File: src/rtl/mac_array.sv
// mac_array: LANES parallel multiply-accumulate lanes sharing one coefficient
// stream. Each result group is a TAPS-long dot product; GROUPS groups make a
// frame. Results leave over a valid/ready handshake with back-pressure.
// Optional build macro: MAC_SIGNED_COEF_EN (two's complement coefficients,
// signed accumulators). Undefined: coefficients and results are unsigned.
module mac_array #(
  parameter int LANES  = 4,
  parameter int DW     = 8,
  parameter int CW     = 7,
  parameter int TAPS   = 8,
  parameter int GROUPS = 8,
  localparam int TW    = $clog2(TAPS),
  localparam int ACCW  = DW + CW + TW
) (
  input  logic                  clk,
  input  logic                  rst,
  input  logic                  start,
  input  logic                  abort,
  input  logic [LANES*DW-1:0]   x_data,
  input  logic [CW-1:0]         coef,
  output logic [TW-1:0]         coef_addr,
  output logic                  x_shift,
  output logic [LANES*ACCW-1:0] mu,
  output logic                  out_valid,
  input  logic                  out_ready,
  output logic                  frame_done,
  output logic                  busy
);

  localparam int GW = (GROUPS > 1) ? $clog2(GROUPS) : 1;
  localparam logic [TW-1:0] TAP_LAST   = TW'(TAPS - 1);
  localparam logic [GW-1:0] GROUP_LAST = GW'(GROUPS - 1);

  typedef enum logic [1:0] {
    IDLE = 2'd0,
    MAC  = 2'd1,
    OUT  = 2'd2,
    DONE = 2'd3
  } state_t;

  state_t          state;
  state_t          state_next;
  logic [TW-1:0]   tap;
  logic [GW-1:0]   group;
  logic [ACCW-1:0] acc  [LANES];
  logic [ACCW-1:0] prod [LANES];
  logic [ACCW-1:0] c_ext;
  logic [ACCW-1:0] x_ext;

  // State register; reset clears it asynchronously.
  always_ff @(posedge clk or negedge rst) begin
    if (!rst) state <= IDLE;
    else      state <= state_next;
  end

  // Next-state decode; abort overrides every other transition.
  always_comb begin
    state_next = state;
    case (state)
      IDLE: if (start) state_next = MAC;
      MAC:  if (tap == TAP_LAST) state_next = OUT;
      OUT:  if (out_valid && out_ready)
              state_next = (group == GROUP_LAST) ? DONE : MAC;
      DONE: state_next = IDLE;
      default: state_next = IDLE;
    endcase
    if (abort) state_next = IDLE;
  end

  // Unregistered outputs decoded from registered state and tap counter.
  always_comb begin
    coef_addr = tap;
    x_shift   = (state == MAC);
  end

  // Per-lane products; low ACCW bits are correct for both number formats.
  always_comb begin
`ifdef MAC_SIGNED_COEF_EN
    c_ext = {{(ACCW-CW){coef[CW-1]}}, coef};
`else
    c_ext = {{(ACCW-CW){1'b0}}, coef};
`endif
    x_ext = '0;
    for (int l = 0; l < LANES; l++) begin
      x_ext   = {{(ACCW-DW){1'b0}}, x_data[l*DW +: DW]};
      prod[l] = x_ext * c_ext;
    end
  end

  // Counters, accumulators and registered handshake/status outputs.
  always_ff @(posedge clk or negedge rst) begin
    if (!rst) begin
      tap        <= '0;
      group      <= '0;
      out_valid  <= 1'b0;
      frame_done <= 1'b0;
      busy       <= 1'b0;
      for (int l = 0; l < LANES; l++) acc[l] <= '0;
    end else begin
      busy       <= (state_next != IDLE);
      frame_done <= (state_next == DONE);
      if (abort) begin
        tap       <= '0;
        group     <= '0;
        out_valid <= 1'b0;
        for (int l = 0; l < LANES; l++) acc[l] <= '0;
      end else begin
        case (state)
          IDLE: begin
            if (start) begin
              tap   <= '0;
              group <= '0;
            end
          end
          MAC: begin
            for (int l = 0; l < LANES; l++)
              acc[l] <= (tap == '0) ? prod[l] : acc[l] + prod[l];
            if (tap == TAP_LAST) out_valid <= 1'b1;
            else                 tap       <= tap + TW'(1);
          end
          OUT: begin
            if (out_valid && out_ready) begin
              out_valid <= 1'b0;
              tap       <= '0;
              group     <= (group == GROUP_LAST) ? '0 : group + GW'(1);
            end
          end
          default: ;
        endcase
      end
    end
  end

  // Flatten the lane accumulators onto the result bus.
  for (genvar g = 0; g < LANES; g++) begin : g_mu
    assign mu[g*ACCW +: ACCW] = acc[g];
  end

endmodule

File: config.mk
export PLATFORM = sky130hd
export DESIGN_NAME = mac_array
export DESIGN_NICKNAME = d
export VERILOG_FILES = /design/src/rtl/mac_array.sv
export SDC_FILE = /design/constraint.sdc
export NUM_CORES = 1
export LEC_CHECK = 0
export ABC_AREA = 0
export BUFFER_PORTS_ARGS = -buffer_cell sky130_fd_sc_hd__buf_2
export CORE_ASPECT_RATIO = 0.9
export CORE_UTILIZATION = 68
export DETAILED_ROUTE_END_ITERATION = 10
export HOLD_SLACK_MARGIN = 0.08
export PLACE_DENSITY = 0.89
export SYNTH_ARGS = -nofsm -noshare
export SYNTH_HDL_FRONTEND = slang
export SYNTH_SLANG_ARGS = --single-unit
File: constraint.sdc
create_clock -name clk -period 7.75 [get_ports clk]
set_input_delay 1.1625 -clock clk [delete_from_list [all_inputs] [get_ports clk]]
set_output_delay 1.1625 -clock clk [all_outputs]
set_load 0.005 [all_outputs]
==> results.py <==
metrics = {
    "clock_tree": {
        "clockBufferDepth": 2,
        "cts_resized": 0,
        "cts_setup_buffers": 0,
        "cts_tree": "yes",
        "clkTransAtPathRegs_ns": 0.07,
        "cts_hold_buf": 0,
        "clk_latency_ns": 0.35,
        "cts_sinks": 83,
        "cts_buffers": 9,
        "root_buffer": "clkbuf_16",
        "cts_max_level": 3,
    },
    "critical_path": {
        "crit_path_max_fanout": 32,
        "cp_data_required_time_ns": 8.05,
        "cp.arrival_ns": 7.20,
        "crit_path_end_kind": "flip-flop",
        "rrSetupSlack_ns": 4.66,
        "startpoint_type": "input pin",
        "startpoint": "coef[3]",
        "ff2ff_path_depth": 11,
        "r2r_end": "mu[12]",
        "timing_worst_setup_path_type": "input pin to flip-flop",
        "timing.rr.start": "mu[0]",
    },
    "sta": {
        "finalSetupViolations": 0,
        "hold_viol": 0,
        "finalCriticalPeriod_ns": 6.907,
        "clock_skew_ns": 0.01101,
        "tns_ns": 0,
        "worst_pin_slew_ns": 0.9903,
        "max_clock_freq_mhz": 144.8,
        "fin_hold_ws_ns": 0.4946,
        "slew_headroom_pct": 33.98,
        "fin_crit_sh_pct": 89.12,
        "rsz0062_at_grt": "false",
        "slew_viol_final": 0,
    },
    "detailed_routing": {
        "avgViaCountPerCell": 6.308,
        "drt-initial-drc-count": 913,
        "drc": 5,
        "wl_met2_mm": 17.33,
        "highest_layer": "met4",
        "wl_met3_mm": 2.520,
        "wl_mm": 35.76,
        "via_count": 12420,
        "avgRoutedWirePerCell_um": 18.17,
        "m1WireLength_mm": 13.90,
        "ant_nets": 0,
        "drt_first_pass_iters": 11,
    },
    "placement": {
        "hpwlAfterDp_mm": 27.36,
        "gp_congestion": 0.9278,
        "port-buffer-count": 122,
    },
    "status": {
        "status": "complete, but fails checks",
        "violations": "DRC",
    },
    "hold_path": {
        "hp-start": "group[2]",
        "holdPathStages": 2,
        "hold_path_end": "group[2]",
        "worstHoldPathType": "flip-flop to flip-flop",
    },
    "global_route": {
        "grt_pass1_wl_mm": 58.06,
        "track_usage_pct": 34.58,
        "grt_max_degree": 74,
        "antenna_found_initial": 0,
        "grt_pass1_vias": 12310,
        "gr-total-overflow": 0,
    },
    "synth": {
        "synth_edf_count": 0,
        "syn_area_mm2": 0.01382,
        "synth_top_area_share_pct": 17.92,
        "syn_nets": 1979,
        "netlist_instances": 1617,
        "synth_area_per_cell_um2": 8.549,
        "ys_ff_latch": 83,
        "synth_cell_type_count": 76,
        "ys.flop_type": "dfrtp_1",
        "seq_area_frac_synth_pct": 15.02,
        "synth_warnings": 0,
        "synth_top_cell_by_area": "ha_1",
        "synthTopCellsByArea": "ha_1 (18%), fa_1 (17%), dfrtp_1 (15%), and2_1 (8.0%), inv_1 (4.2%)",
        "async_reset_ff_share_pct": 100.0,
    },
    "floorplanning": {
        "die_w_um": 152.3,
        "start_util_pct": 69.38,
        "die_h_um": 137.3,
        "core-area_mm2": 0.01993,
        "floorplan.rows": 49,
        "num_io_pins": 123,
        "die-area_mm2": 0.02090,
    },
    "layout": {
        "nNetsFinal": 2070,
        "drive_gt1_share_pct": 10.04,
        "diodes": 0,
        "area_growth_pct": 8.408,
    },
    "pwr": {
        "leakagePower_nw": 7.724,
        "powerDensity_mw_per_mm2": 295.4,
        "vdd_drop_max_uv": 270.7,
    },
    "job": {
        "max_cap_violations": 0,
    },
}
[area by class of cell]
cell class | count | area (um2)
inverter | 154 | 578.1
fill | 1378 | 4938
sequential | 83 | 2077
clock buffer | 9 | 225.2
timing repair buffer | 136 | 718.2
tap | 255 | 319.1
multi-input combinational | 1324 | 10970
clock inverter | 7 | 100.1
[routing by layer]
metal | GRT usage (%) | up-vias
met1 | 40.84 | 5982
li1 | - | 5745
met4 | 22.11 | 0
met3 | 4.876 | 137
met2 | 60.19 | 551
met5 | 0 | -
[cell usage after synthesis (all sizes together), types with 10 or more instances]
library cell    n
clkbuf         48
xor2           26
nor3           34
inv           154
xnor2          49
nor2          104
nand2         148
nand4          10
a21oi          80
and2          177
fa            120
or3            11
nand2b         23
a21o           31
o21a           27
nor2b          18
dfrtp          83
a311oi         15
a211oi         37
o21ai          67
ha            198
nand3          19
[worst max path at each step]
stage | cells past startpoint | endpoint | slack [ns]
after floorplan | 24 | mu[71] | 1.19
after global placement | 24 | mu[71] | 0.75
after detailed placement | 24 | mu[71] | 0.54
after CTS | 24 | mu[71] | 0.89
after global routing | 26 | mu[17] | 0.46
final | 24 | mu[71] | 0.84
[critical path, stage by stage]
cell and delay [ns]:
buf_2 0.44, and2_1 0.25, fa_1 0.42, fa_1 0.51, fa_1 0.54, inv_1 0.05
fa_1 0.52, inv_1 0.04, ha_1 0.33, o21a_1 0.18, nor2_1 0.09, a21oi_1 0.07
a2111oi_0 0.47, nor3_1 0.13, xor2_1 0.22, ha_1 0.35, and3_1 0.25, nand4_1 0.12
o21a_1 0.11, o21ai_0 0.07, a211oi_1 0.46, nor2_1 0.10, o22ai_1 0.18, a21o_1 0.10
[power by group]
group / switching, mW / internal [mW]
sequential: 0.0638 / 0.493
clock: 0.199 / 0.285
combinational: 1.97 / 1.41
total: 2.24 / 2.19
[cell families (layout without fill, tap and decap cells)]
family / count (synthesis) / after routing / share of synthesized area, %
AND/OR/NAND/NOR: 568 / 568 / 20.95
AO/OA/AOI/OAI: 360 / 360 / 18.02
adder cells (fa/ha/maj): 318 / 318 / 35.30
buffers and inverters: 210 / 306 / 5.738
flip-flops: 83 / 83 / 15.02
XOR/XNOR: 75 / 75 / 4.752
multiplexers: 3 / 3 / 0.2172
[cells in the final DEF, fill, tap and decap left out, types with 34 or more instances in the layout]
master,Yosys,final
buf_2,4,121
a21oi_1,79,79
nor2_1,104,103
and2_1,177,177
fa_1,120,120
xnor2_1,49,49
inv_1,153,153
a211oi_1,34,34
ha_1,198,198
nand2_1,148,148
dfrtp_1,83,83
o21ai_0,61,61
[state kept, by name, summed over array words and instances, names as in the netlist]
signal      cells
mu             72
coef_addr       3
group           3
state           2
busy            1
frame_done      1
out_valid       1
[metrics by stage]
stage          power (mW)  cells  utilization, %  setup slack (ns)  cell area, um2
6_report            4.427   1968           75.22            0.8434           14990
5_1_grt             4.793   1968           75.22            0.4628           14990
4_1_cts             4.370   1968           75.22            0.8877           14990
3_5_place_dp        3.849   1952           73.58            0.5388           14660
3_3_place_gp        3.706   1952           73.58            0.7483           14660
2_1_floorplan       3.090   1617               -             1.185           13820
(Power assumes the default switching activity.)
